### src/rtl/wb_burst_reader.sv
// Wishbone B3 burst read master: fetches cmd_len words with linear incrementing bursts
// and streams them out through a FIFO that always has room for the whole burst.
module wb_burst_reader #(
    parameter int addr_width = 32,
    parameter int len_width  = 16,
    parameter int burst_len  = 4,
    parameter int fifo_depth = 8
) (
    input  logic                  wb_clk,
    input  logic                  wb_rst,
    input  logic                  cmd_valid,
    output logic                  cmd_ready,
    input  logic [addr_width-1:0] cmd_adr,
    input  logic [len_width-1:0]  cmd_len,
    output logic                  dat_valid,
    input  logic                  dat_ready,
    output logic [31:0]           dat_o,
    output logic                  dat_last,
    output logic                  busy,
    output logic                  err,
    output logic [addr_width-1:0] wb_adr_o,
    output logic                  wb_cyc_o,
    output logic                  wb_stb_o,
    output logic                  wb_we_o,
    output logic [3:0]            wb_sel_o,
    output logic [2:0]            wb_cti_o,
    output logic [1:0]            wb_bte_o,
    input  logic [31:0]           wb_dat_i,
    input  logic                  wb_ack_i,
    input  logic                  wb_err_i
);

    localparam int PW = $clog2(fifo_depth);
    localparam int CW = PW + 1;
    localparam int AW = addr_width - 2;

    localparam logic [len_width-1:0] LEN_ONE  = len_width'(1);
    localparam logic [len_width-1:0] LEN_ZERO = len_width'(0);
    localparam logic [AW-1:0]        ADR_ONE  = AW'(1);
    localparam logic [CW-1:0]        CNT_ONE  = CW'(1);
    localparam logic [CW-1:0]        CNT_TWO  = CW'(2);
    localparam logic [PW-1:0]        PTR_ONE  = PW'(1);

    typedef enum logic [1:0] {
        S_IDLE       = 2'd0,
        S_WAIT_SPACE = 2'd1,
        S_BURST      = 2'd2,
        S_GAP        = 2'd3
    } state_t;

    state_t                 r_state, w_state_next;
    logic [AW-1:0]          r_adr, w_adr_next;
    logic [len_width-1:0]   r_rem, w_rem_next;
    logic [CW-1:0]          r_beats_left, w_beats_left_next;
    logic                   r_cyc, w_cyc_next;
    logic [2:0]             r_cti, w_cti_next;
    logic                   r_busy, w_busy_next;
    logic                   r_err, w_err_next;
    logic                   r_cmd_ready, w_cmd_ready_next;

    logic [31:0]            r_mem [fifo_depth];
    logic [fifo_depth-1:0]  r_mem_last;
    logic [PW-1:0]          r_wptr, r_rptr;
    logic [CW-1:0]          r_count, w_count_next;
    logic                   r_valid;

    logic                   w_accept, w_push, w_pop, w_space_ok;
    logic [CW-1:0]          w_beats, w_free;
    logic [1:0]             w_unused_adr_bits;

    assign w_unused_adr_bits = cmd_adr[1:0];
    assign w_accept   = cmd_valid & r_cmd_ready;
    assign w_push     = (r_state == S_BURST) & wb_ack_i & ~wb_err_i;
    assign w_pop      = r_valid & dat_ready;
    assign w_beats    = (r_rem < len_width'(burst_len)) ? CW'(r_rem) : CW'(burst_len);
    assign w_free     = CW'(fifo_depth) - r_count;
    assign w_space_ok = (w_free >= w_beats);

    // Next-state and next-output logic for the bus-side controller.
    always_comb begin
        w_state_next      = r_state;
        w_adr_next        = r_adr;
        w_rem_next        = r_rem;
        w_beats_left_next = r_beats_left;
        w_cyc_next        = r_cyc;
        w_cti_next        = r_cti;
        w_busy_next       = r_busy;
        w_err_next        = r_err;
        case (r_state)
            S_IDLE: begin
                if (w_accept) begin
                    w_adr_next  = cmd_adr[addr_width-1:2];
                    w_rem_next  = cmd_len;
                    w_err_next  = 1'b0;
                    w_busy_next = 1'b1;
                    if (cmd_len == LEN_ZERO) begin
                        w_state_next = S_IDLE;
                    end else begin
                        w_state_next = S_WAIT_SPACE;
                    end
                end else begin
                    w_busy_next = 1'b0;
                end
            end
            // GAP already holds cyc low for its one cycle, so it may launch the next burst directly.
            S_WAIT_SPACE, S_GAP: begin
                if (w_space_ok) begin
                    w_state_next      = S_BURST;
                    w_cyc_next        = 1'b1;
                    w_beats_left_next = w_beats;
                    w_cti_next        = (w_beats == CNT_ONE) ? 3'b111 : 3'b010;
                end else begin
                    w_state_next = S_WAIT_SPACE;
                end
            end
            S_BURST: begin
                if (wb_err_i) begin
                    w_state_next = S_IDLE;
                    w_cyc_next   = 1'b0;
                    w_cti_next   = 3'b000;
                    w_err_next   = 1'b1;
                    w_busy_next  = 1'b0;
                    w_rem_next   = LEN_ZERO;
                end else if (wb_ack_i) begin
                    w_adr_next        = r_adr + ADR_ONE;
                    w_rem_next        = r_rem - LEN_ONE;
                    w_beats_left_next = r_beats_left - CNT_ONE;
                    if (r_beats_left == CNT_ONE) begin
                        w_cyc_next = 1'b0;
                        w_cti_next = 3'b000;
                        if (r_rem == LEN_ONE) begin
                            w_state_next = S_IDLE;
                            w_busy_next  = 1'b0;
                        end else begin
                            w_state_next = S_GAP;
                        end
                    end else begin
                        w_cti_next = (r_beats_left == CNT_TWO) ? 3'b111 : 3'b010;
                    end
                end else begin
                    w_state_next = S_BURST;
                end
            end
            default: begin
                w_state_next = S_IDLE;
                w_cyc_next   = 1'b0;
                w_cti_next   = 3'b000;
                w_busy_next  = 1'b0;
            end
        endcase
        w_cmd_ready_next = (w_state_next == S_IDLE) & ~w_busy_next;
    end

    // Controller state and registered bus/status outputs.
    always_ff @(posedge wb_clk or posedge wb_rst) begin
        if (wb_rst) begin
            r_state      <= S_IDLE;
            r_adr        <= '0;
            r_rem        <= '0;
            r_beats_left <= '0;
            r_cyc        <= 1'b0;
            r_cti        <= 3'b000;
            r_busy       <= 1'b0;
            r_err        <= 1'b0;
            r_cmd_ready  <= 1'b1;
        end else begin
            r_state      <= w_state_next;
            r_adr        <= w_adr_next;
            r_rem        <= w_rem_next;
            r_beats_left <= w_beats_left_next;
            r_cyc        <= w_cyc_next;
            r_cti        <= w_cti_next;
            r_busy       <= w_busy_next;
            r_err        <= w_err_next;
            r_cmd_ready  <= w_cmd_ready_next;
        end
    end

    // FIFO occupancy after this cycle's push/pop.
    always_comb begin
        case ({w_push, w_pop})
            2'b10:   w_count_next = r_count + CNT_ONE;
            2'b01:   w_count_next = r_count - CNT_ONE;
            default: w_count_next = r_count;
        endcase
    end

    // Output FIFO storage and pointers; the last tag travels with each word.
    always_ff @(posedge wb_clk or posedge wb_rst) begin
        if (wb_rst) begin
            for (int i = 0; i < fifo_depth; i++) begin
                r_mem[i] <= 32'h0000_0000;
            end
            r_mem_last <= '0;
            r_wptr     <= '0;
            r_rptr     <= '0;
            r_count    <= '0;
            r_valid    <= 1'b0;
        end else begin
            if (w_push) begin
                r_mem[r_wptr]      <= wb_dat_i;
                r_mem_last[r_wptr] <= (r_rem == LEN_ONE);
                r_wptr             <= r_wptr + PTR_ONE;
            end
            if (w_pop) begin
                r_rptr <= r_rptr + PTR_ONE;
            end
            r_count <= w_count_next;
            r_valid <= (w_count_next != '0);
        end
    end

    assign cmd_ready = r_cmd_ready;
    assign busy      = r_busy;
    assign err       = r_err;
    assign dat_valid = r_valid;
    assign dat_o     = r_mem[r_rptr];
    assign dat_last  = r_valid & r_mem_last[r_rptr];
    assign wb_adr_o  = {r_adr, 2'b00};
    assign wb_cyc_o  = r_cyc;
    assign wb_stb_o  = r_cyc;
    assign wb_we_o   = 1'b0;
    assign wb_sel_o  = 4'hf;
    assign wb_cti_o  = r_cti;
    assign wb_bte_o  = 2'b00;

endmodule

### config.mk
export PLATFORM = sky130hd
export DESIGN_NAME = wb_burst_reader
export DESIGN_NICKNAME = d
export VERILOG_FILES = /design/src/rtl/wb_burst_reader.sv
export SDC_FILE = /design/constraint.sdc
export NUM_CORES = 1
export LEC_CHECK = 0
export BUFFER_PORTS_ARGS = -buffer_cell sky130_fd_sc_hd__buf_2
export CORE_ASPECT_RATIO = 1.25
export CORE_MARGIN = 2
export CORE_UTILIZATION = 50
export CTS_BUF_LIST = sky130_fd_sc_hd__clkbuf_4
export DETAILED_ROUTE_END_ITERATION = 8
export PLACE_DENSITY = 0.68
export SLEW_MARGIN = 20
export SYNTH_ARGS = -nofsm -noshare
export SYNTH_HDL_FRONTEND = slang
export SYNTH_SLANG_ARGS = --single-unit
### constraint.sdc
create_clock -name wb_clk -period 30.6 [get_ports wb_clk]
set_input_delay 9.18 -clock wb_clk [delete_from_list [all_inputs] [get_ports wb_clk]]
set_output_delay 9.18 -clock wb_clk [all_outputs]
set_load 0.01 [all_outputs]
**After elaboration in Yosys (flattened, before gate mapping)**

Cells that the tools add are included.

- Register bits: 334
- Bits in latches: 0
- Memory bits (writable): 0
- Memory bits (read-only): 0
- Input port bits: 86
- Output and inout port bits: 81
- Logic and storage cells: 133
- Memories kept: 0

- Add/subtract/negate cells: 8
- Multipliers: 0
- Divide/modulo/power cells: 0
- $lt $le $gt $ge: 8
- Equality and inequality tests: 16
- Shift operators: 0
- Muxes and demuxes: 54
- Bitwise logic cells: 10
- Reduce and logical (&&, ||, !) cells: 15

Operators by type and width:

| operator | number |
|---|---|
| bitwise mux 256 bit | 1 |
| binary-select mux 32 bit (select 3 bit) | 1 |
| demux 32 bit (select 3 bit) | 1 |
| 2-to-1 mux 32 bit | 3 |
| 2-to-1 mux 30 bit | 3 |
| case mux 30 bit (2 select lines) | 1 |
| 2-to-1 mux 16 bit | 3 |
| case mux 16 bit (2 select lines) | 1 |
| adder 30 x 1 -> 30 bit, second input constant | 1 |
| 2-to-1 mux 3 bit | 6 |
| equality test 16 x 1 -> 1 bit, second input constant | 1 |
| logical NOT 16 bit | 1 |
| less-than comparator 16 x 3 -> 1 bit, second input constant | 1 |
| 2-to-1 mux 4 bit | 4 |
| case mux 4 bit (2 select lines) | 2 |
| subtractor 16 x 1 -> 16 bit, second input constant | 1 |
| 2-to-1 mux 1 bit | 14 |
| 2-to-1 mux 2 bit | 6 |
| AND reduction 4 bit | 3 |
| inequality test 2 bit, second input constant | 5 |
| AND reduction 3 bit | 3 |
| bitwise mux 8 bit | 1 |
| equality test 4 x 1 -> 1 bit, second input constant | 2 |
| >= comparator 4 bit, second input constant | 2 |
| other kinds (26) | 44 |

**Logic depth before layout (Yosys ltp)**

Gate-level depths: netlist (run 1).

- Word-level depth: 8
- Mapped depth: 11
- Gate-level depth less buffers: 10

**Worst setup path after synthesis (run 1)**

OpenSTA, ideal clock, no wires.

- Path type: input to register
- Start: in wb_err_i
- End: reg r_valid, in the netlist dat_valid
- Library setup time: 139 ps
- Arrival time: 11265 ps
- Required time: 30461 ps
- Path slack: 19196 ps
- Stages: 11
- Buffers on the path: 2
- Cells stage by stage: and4bb_1 buf_4 inv_4 buf_6 ha_1 ha_1 a21o_1 a21oi_1 mux2i_1 xnor2_1 or4_1

- Cells in the longest elaborated chain, start to end: 5
- Elaborated cells on any way between the ends: 6
- Those cells by class: eq/ne (2); mux (1); bitwise (2); reduce/logical (1)

Ends and longest elaborated chain:

| item | RTL line | source |
|---|---|---|
| start: declaration | 30 | `input logic wb_err_i` |
| inverter 1 bit * | 73 | `assign w_push = (r_state == S_BURST) & wb_ack_i & ~wb_err_i;` |
| bitwise AND 1 bit * | 73 |  |
| equality test 2 x 1 -> 1 bit or equality test 2 bit (tied branches) | 181 | `case ({w_push, w_pop})` |
| case mux 4 bit (2 select lines) * | 181 |  |
| via w_count_next[3] | 64 | `logic [CW-1:0] r_count, w_count_next;` |
| nonzero test 4 bit * | 209 | `r_valid <= (w_count_next != '0);` |
| end signal: assignment | 209 |  |
| end: declaration | 65 | `logic r_valid;` |

Mark *: on every way through the listed nets, which the timed path passes. The rest lies on a longest branch.
A chain may end at the register's enable or synchronous reset.

**Final worst setup path (run 1)**

- Start: reg r_rptr[0]
- End: out dat_o[1]

- Cells in the longest elaborated chain, start to end: 4

Ends and longest elaborated chain:

| item | RTL line | source |
|---|---|---|
| start: declaration | 63 | `logic [PW-1:0] r_wptr, r_rptr;` |
| start signal: assignment | 206 | `r_rptr <= r_rptr + PTR_ONE;` |
| inverter 3 -> 4 bit (implied by the code) | 217 | `assign dat_o = r_mem[r_rptr];` |
| binary-select mux 32 bit (select 3 bit) | 217 |  |
| 2-to-1 mux 32 bit (implied by the code) (2 in series) | 217 |  |
| end: declaration | 17 | `output logic [31:0] dat_o,` |

No other way between the ends. The select of a mux whose other input is x is not followed.

==> results of run 1 <==
-- through the flow --
step	hold slack (ns)	total power (uW)	cells	utilization, %
2_1_floorplan	0.4448	977.2	1207	-
3_3_place_gp	0.4566	1100	1705	53.84
3_5_place_dp	0.4699	1117	1705	53.84
4_1_cts	0.4850	1498	1849	57.18
5_1_grt	0.5125	1581	1852	57.31
6_report	0.4817	1479	1852	57.31
-- registers in the layout, indices dropped and copies added (netlist names), 2 cells and up --
name / cells
wb_cti_o: 2
r_wptr: 3
r_adr: 30
r_mem: 256
r_mem_last: 8
r_state: 2
r_rem: 16
r_count: 4
r_rptr: 3
r_beats_left: 4
-- report_power, final --
part | switching [uW] | internal [uW] | total [uW] | leakage [uW]
sequential | 111 | 546 | 657 | 0.00442
clock | 175 | 199 | 374 | 0.000630
combinational | 216 | 232 | 448 | 0.00375
total | 502 | 977 | 1480 | 0.00880
-- worst max-delay path: stages, from the launching register on --
cell	delay, ns
dfrtp_4	0.69
buf_4	0.85
mux4_2	0.61
mux2_2	0.31
buf_2	0.15
-- routing by layer --
metal  up-vias  track usage (%)
met2       284            36.49
met1      5431            27.56
li1       4868                -
met5         -                0
met3        59            6.094
met4         4            7.081
-- placed cells by master (no fill, tap or decap), drive strengths merged, types with 22 or more instances in the layout --
cell type  instances
o21ai             73
clkbuf           129
nand2             46
buf              173
mux2             289
mux4              66
nor2              39
dfrtp            332
inv               27
a21oi             49
nand3             22
-- logic make-up after synthesis --
kind of cell	after synthesis	share of synthesized area [%]
flip-flops	333	51.66
buffers and inverters	112	3.754
XOR/XNOR	10	0.5430
adder cells (fa/ha/maj)	17	1.365
other	2	0.04655
AO/OA/AOI/OAI	183	6.771
AND/OR/NAND/NOR	182	6.158
multiplexers	360	29.70
-- cell type report --
| class | count | area share, % |
|---|---|---|
| flip-flops and latches | 333 | 45.79 |
| clock buffers | 129 | 5.317 |
| multi-input cells | 762 | 39.74 |
| well taps | 412 | 2.830 |
| diodes | 2 | 0.02748 |
| inverters | 26 | 0.5907 |
| clock inverters | 15 | 0.5220 |
| repair buffers | 173 | 5.179 |
-- worst max-delay path by stage --
stage	to	cells after the start	slack, ns	startpoint
finish	dat_o[1]	4	18.07	r_rptr[0]$_DFFE_PP0P_
global route	dat_o[1]	4	17.80	r_rptr[0]$_DFFE_PP0P_
CTS	dat_o[1]	4	17.91	r_rptr[0]$_DFFE_PP0P_
detailed placement	r_mem[45]$_DFFE_PP0P_	6	18.61	wb_err_i
global placement	r_mem[55]$_DFFE_PP0P_	6	18.58	wb_err_i
floorplan	busy$_DFF_PP0_	1	12.20	wb_rst
==> impl_metrics.ini, run 1 <==
[global_routing]
grtUsageTotal_pct = 21.86
grt_max_degree = 195
antenna_found_initial = 4
grt_pass1_wl_um = 58000
overflow = 0
grt_pass1_vias = 11220

[timing]
grt_setup_unrepaired = no
fin_tns_setup_ns = 0
fin_skew_ns = 0.05694
fin_crit_ns = 12.53
setup_viol = 0
drv_slew = 0
tightest_slew_ns = 1.143
fmax_mhz = 79.80
relSlewSlack_pct = 23.81
hold_viol = 0
fin_crit_sh_pct = 40.95
layout_setup_ws_ns = 18.07

[pwr]
leakagePower_uw = 0.008805
irDropWorstVdd_uv = 54.36
power_density_nw_per_um2 = 81.20

[setup_path]
cp.arrival_ns = 3.35
crit_type = flip-flop to output pin
r2r_setup_slack_ns = 27.45
timing.rr.end = r_mem[57]$_DFFE_PP0P_
end_kind = output pin
startpoint_type = flip-flop
rr_startpoint = r_state[0]$_DFF_PP0_
required_ns = 21.42
ff2ff_path_depth = 5
cp_max_fo = 49

[hold_path]
hold_start = r_mem_last[5]$_DFFE_PP0P_
hp-class = flip-flop to flip-flop
whs_endpoint = r_mem_last[5]$_DFFE_PP0P_
hold_depth = 2

[cts]
clkLatencyLatePin_ns = 0.72
cts.sinks = 333
cts_buffer_depth = 3
post-cts-setup-buffers = 0
cts_resized = 0
cts_htree_levels = 3
cts_tree = done
cts-root-buf = clkbuf_4
numCtsBuffers = 87
hold_buffers = 0
path_clk_slew_ns = 0.07

[detailed_routing]
drt-pass1-iter-count = 5
vias = 10650
wl_met1_um = 15120
met2_length_um = 17790
wl_per_cell_um = 19.31
drc = 0
avgViaCountPerCell = 5.748
wirelength_um = 35770
route.met3.wl_um = 2168
routed.top_layer = met5
initialDrtViolationCount = 566
antenna_left = 0

[synth]
synth_top_area_share_pct = 51.50
synth_async_sr_flop_share_pct = 100.0
synth.area.top_cells = dfrtp_1 52%, mux2_2 20%, mux4_2 9.2%
synth_common_cells = 332 x dfrtp_1, 286 x mux2_2, 73 x o21ai_0
syn_inst = 1199
avgSynthCellArea_um2 = 13.45
yosysWarnings = 0
synth.most_common_cell = dfrtp_1
synth_top_cell_by_area = dfrtp_1
ys.flop_type = dfrtp_1
synth_enable_flop_cells = 0
synth-seq-cells = 333
synth_seq_area_share_pct = 51.66
syn-cell-area_um2 = 16130
synthDistinctLibCells = 69

[floorplan]
dieArea_um2 = 33720
ioPinCount = 167
initial_core_util_pct = 50.75
coreArea_um2 = 31790
row_count = 73
fp.dieW_um = 164.7
die_h_um = 204.8

[final_layout]
multi_input_area_um2 = 7239
area_delta_synth_final_pct = 12.91
nNetsFinal = 1486
seq_area_um2 = 8341
fillCellCount = 2684
drive_gt1_share_pct = 47.50
fin_area_um2 = 18220

[place]
postPlaceCellArea_um2 = 17110
place_congestion = 0.8110
pre_cts_ws_ns = 18.61
io_buffers = 155
hpwl_um = 21610

[flow_run]
cap_viol_max_count = 0

[status]
outcome = complete, no violations
Power figures use the tool's default switching activity.
==> run 2: changes to the inputs <==
==> constraint.sdc (replaced) <==
create_clock -name wb_clk -period 11.6 [get_ports wb_clk]
set_input_delay 3.48 -clock wb_clk [delete_from_list [all_inputs] [get_ports wb_clk]]
set_output_delay 3.48 -clock wb_clk [all_outputs]
set_load 0.01 [all_outputs]
==> run 2 against run 1 <==
Against the previous run: combinational power increased to 2.7 times the previous value; highest routed layer unchanged; setup slack got worse by 13 ns; clock power increased to 2.6 times the previous value; sequential share of layout area is 0.090 points higher; global-route usage rose by 0.25 points; clock skew fell by 0.011 ns; sequential power rose to 2.6 times the previous value; final area down 0.17%; utilization is 0.094 points lower.
==> impl_metrics.ini, run 2 (synthesis gave the netlist of run 1 again) <==
[cts]
cts-root-buf = clkbuf_4
clkLatencyLatePin_ns = 0.73
hold_buffers = 0
path_clk_slew_ns = 0.07
cts.sinks = 333
post-cts-setup-buffers = 0
cts_htree_levels = 3
numCtsBuffers = 87
cts_tree = done
cts_resized = 0
cts_buffer_depth = 3

[timing]
relSlewSlack_pct = 33.12
fin_crit_sh_pct = 59.57
hold_viol = 0
fin_tns_setup_ns = 0
drv_slew = 0
tightest_slew_ns = 0.9979
fin_skew_ns = 0.04555
fin_crit_ns = 6.910
grt_setup_unrepaired = no
setup_viol = 0
fmax_mhz = 144.7

[floorplan]
ioPinCount = 167
die_h_um = 204.8
initial_core_util_pct = 50.75
row_count = 73
fp.dieW_um = 164.7
dieArea_um2 = 33720
coreArea_um2 = 31790

[global_routing]
grt_pass1_vias = 11280
grtUsageTotal_pct = 22.11
grt_pass1_wl_um = 58530
grt_max_degree = 168
overflow = 0
antenna_found_initial = 4

[setup_path]
cp_max_fo = 43
end_kind = output pin
crit_type = flip-flop to output pin
rr_startpoint = r_rem[8]$_DFFE_PP0P_
max_stage_delay_ns = 0.79
startpoint_type = flip-flop
required_ns = 8.12
crit_slowest_cell = dfrtp_4
cp_cell_sequence = buf_4 -> mux4_2 -> mux2_2 -> buf_2
crit_start = r_rptr[0]$_DFFE_PP0P_
cp.arrival_ns = 3.43

[final_layout]
fin_area_um2 = 18180
largest_reg_flops = 256
top_register = r_mem
reg_top3 = r_mem x256, r_adr x30, r_rem x16
nNetsFinal = 1488
drive_gt1_share_pct = 47.15
fillCellCount = 2707
final_common_cell = dfrtp_1
area_delta_synth_final_pct = 12.73
final_cell_mix = 329 x dfrtp_1, 286 x mux2_2, 155 x buf_2, 119 x clkbuf_4, 73 x o21ai_0

[detailed_routing]
vias = 10710
initialDrtViolationCount = 531
wirelength_um = 36050
antenna_left = 0
drt-pass1-iter-count = 5
wl_per_cell_um = 19.44
avgViaCountPerCell = 5.776
drc = 0

[pwr]
power_density_nw_per_um2 = 213.5
irDropWorstVdd_uv = 126.9
leakagePower_uw = 0.008780
p_total_uw = 3883

[status]
outcome = complete, no violations

[place]
place_congestion = 0.8103
io_buffers = 155
postPlaceCellArea_um2 = 17120
hpwl_um = 22030

[hold_path]
hold_start = r_mem_last[1]$_DFFE_PP0P_
hp-class = flip-flop to flip-flop

[flow_run]
cap_viol_max_count = 0
## run 2: cell count changes in the layout (fill, tap and decap cells not counted), moves of 2 or more
cell / before / now
clkinv_1: 9 / 15
clkinv_4: 0 / 3
diode_2: 2 / 4
clkbuf_4: 129 / 119
buf_4: 16 / 18
## run 2: per-stage QoR
stage	util (%)	hold WS, ns	worst slack [ns]	cells
global placement	53.87	0.4592	5.183	1707
detailed placement	53.87	0.4709	5.187	1707
global route	57.20	0.5090	4.444	1853
CTS	57.10	0.4866	4.529	1849
floorplan	-	0.4448	3.672	1207
finish	57.21	0.4829	4.690	1854
## run 2: worst paths after layout
kind	to	slack, ns	cells after the start
max in group asynchronous	r_mem[50]$_DFFE_PP0P_	6.60	4
setup reg to reg	r_beats_left[0]$_DFFE_PP0P_	8.43	9
min in group asynchronous	r_rptr[0]$_DFFE_PP0P_	2.86	2
hold / removal	r_mem_last[1]$_DFFE_PP0P_	0.48	2
setup / recovery	dat_o[20]	4.69	4
hold reg to reg	r_mem_last[1]$_DFFE_PP0P_	0.48	2
## run 2: report_power, final
part	internal, uW	leakage [uW]	switching (uW)
sequential	1440	0.00442	294
clock	494	0.000610	467
combinational	612	0.00375	575
## run 2: area by class of cell
type / instances / area, um2 / area share (%)
flip-flops and latches: 333 / 8343 / 45.88
diodes: 4 / 10.01 / 0.05504
clock inverters: 23 / 132.6 / 0.7293
repair buffers: 175 / 942.2 / 5.181
inverters: 26 / 103.9 / 0.5711
well taps: 412 / 515.5 / 2.835
clock buffers: 119 / 893.4 / 4.913
multi-input cells: 762 / 7244 / 39.84
## run 2: worst max-delay path: cells and delay by family (launching register included)
family,cells,cell delay [ns]
flops,1,0.79
buf+inv,2,0.94
mux,2,0.92
## run 2: layer usage
metal / part of all wire, % / track usage (%)
met3: 5.9 / 5.507
met5: 0.067 / 0
met2: 50 / 36.72
met1: 42 / 28.33
met4: 1.8 / 7.609
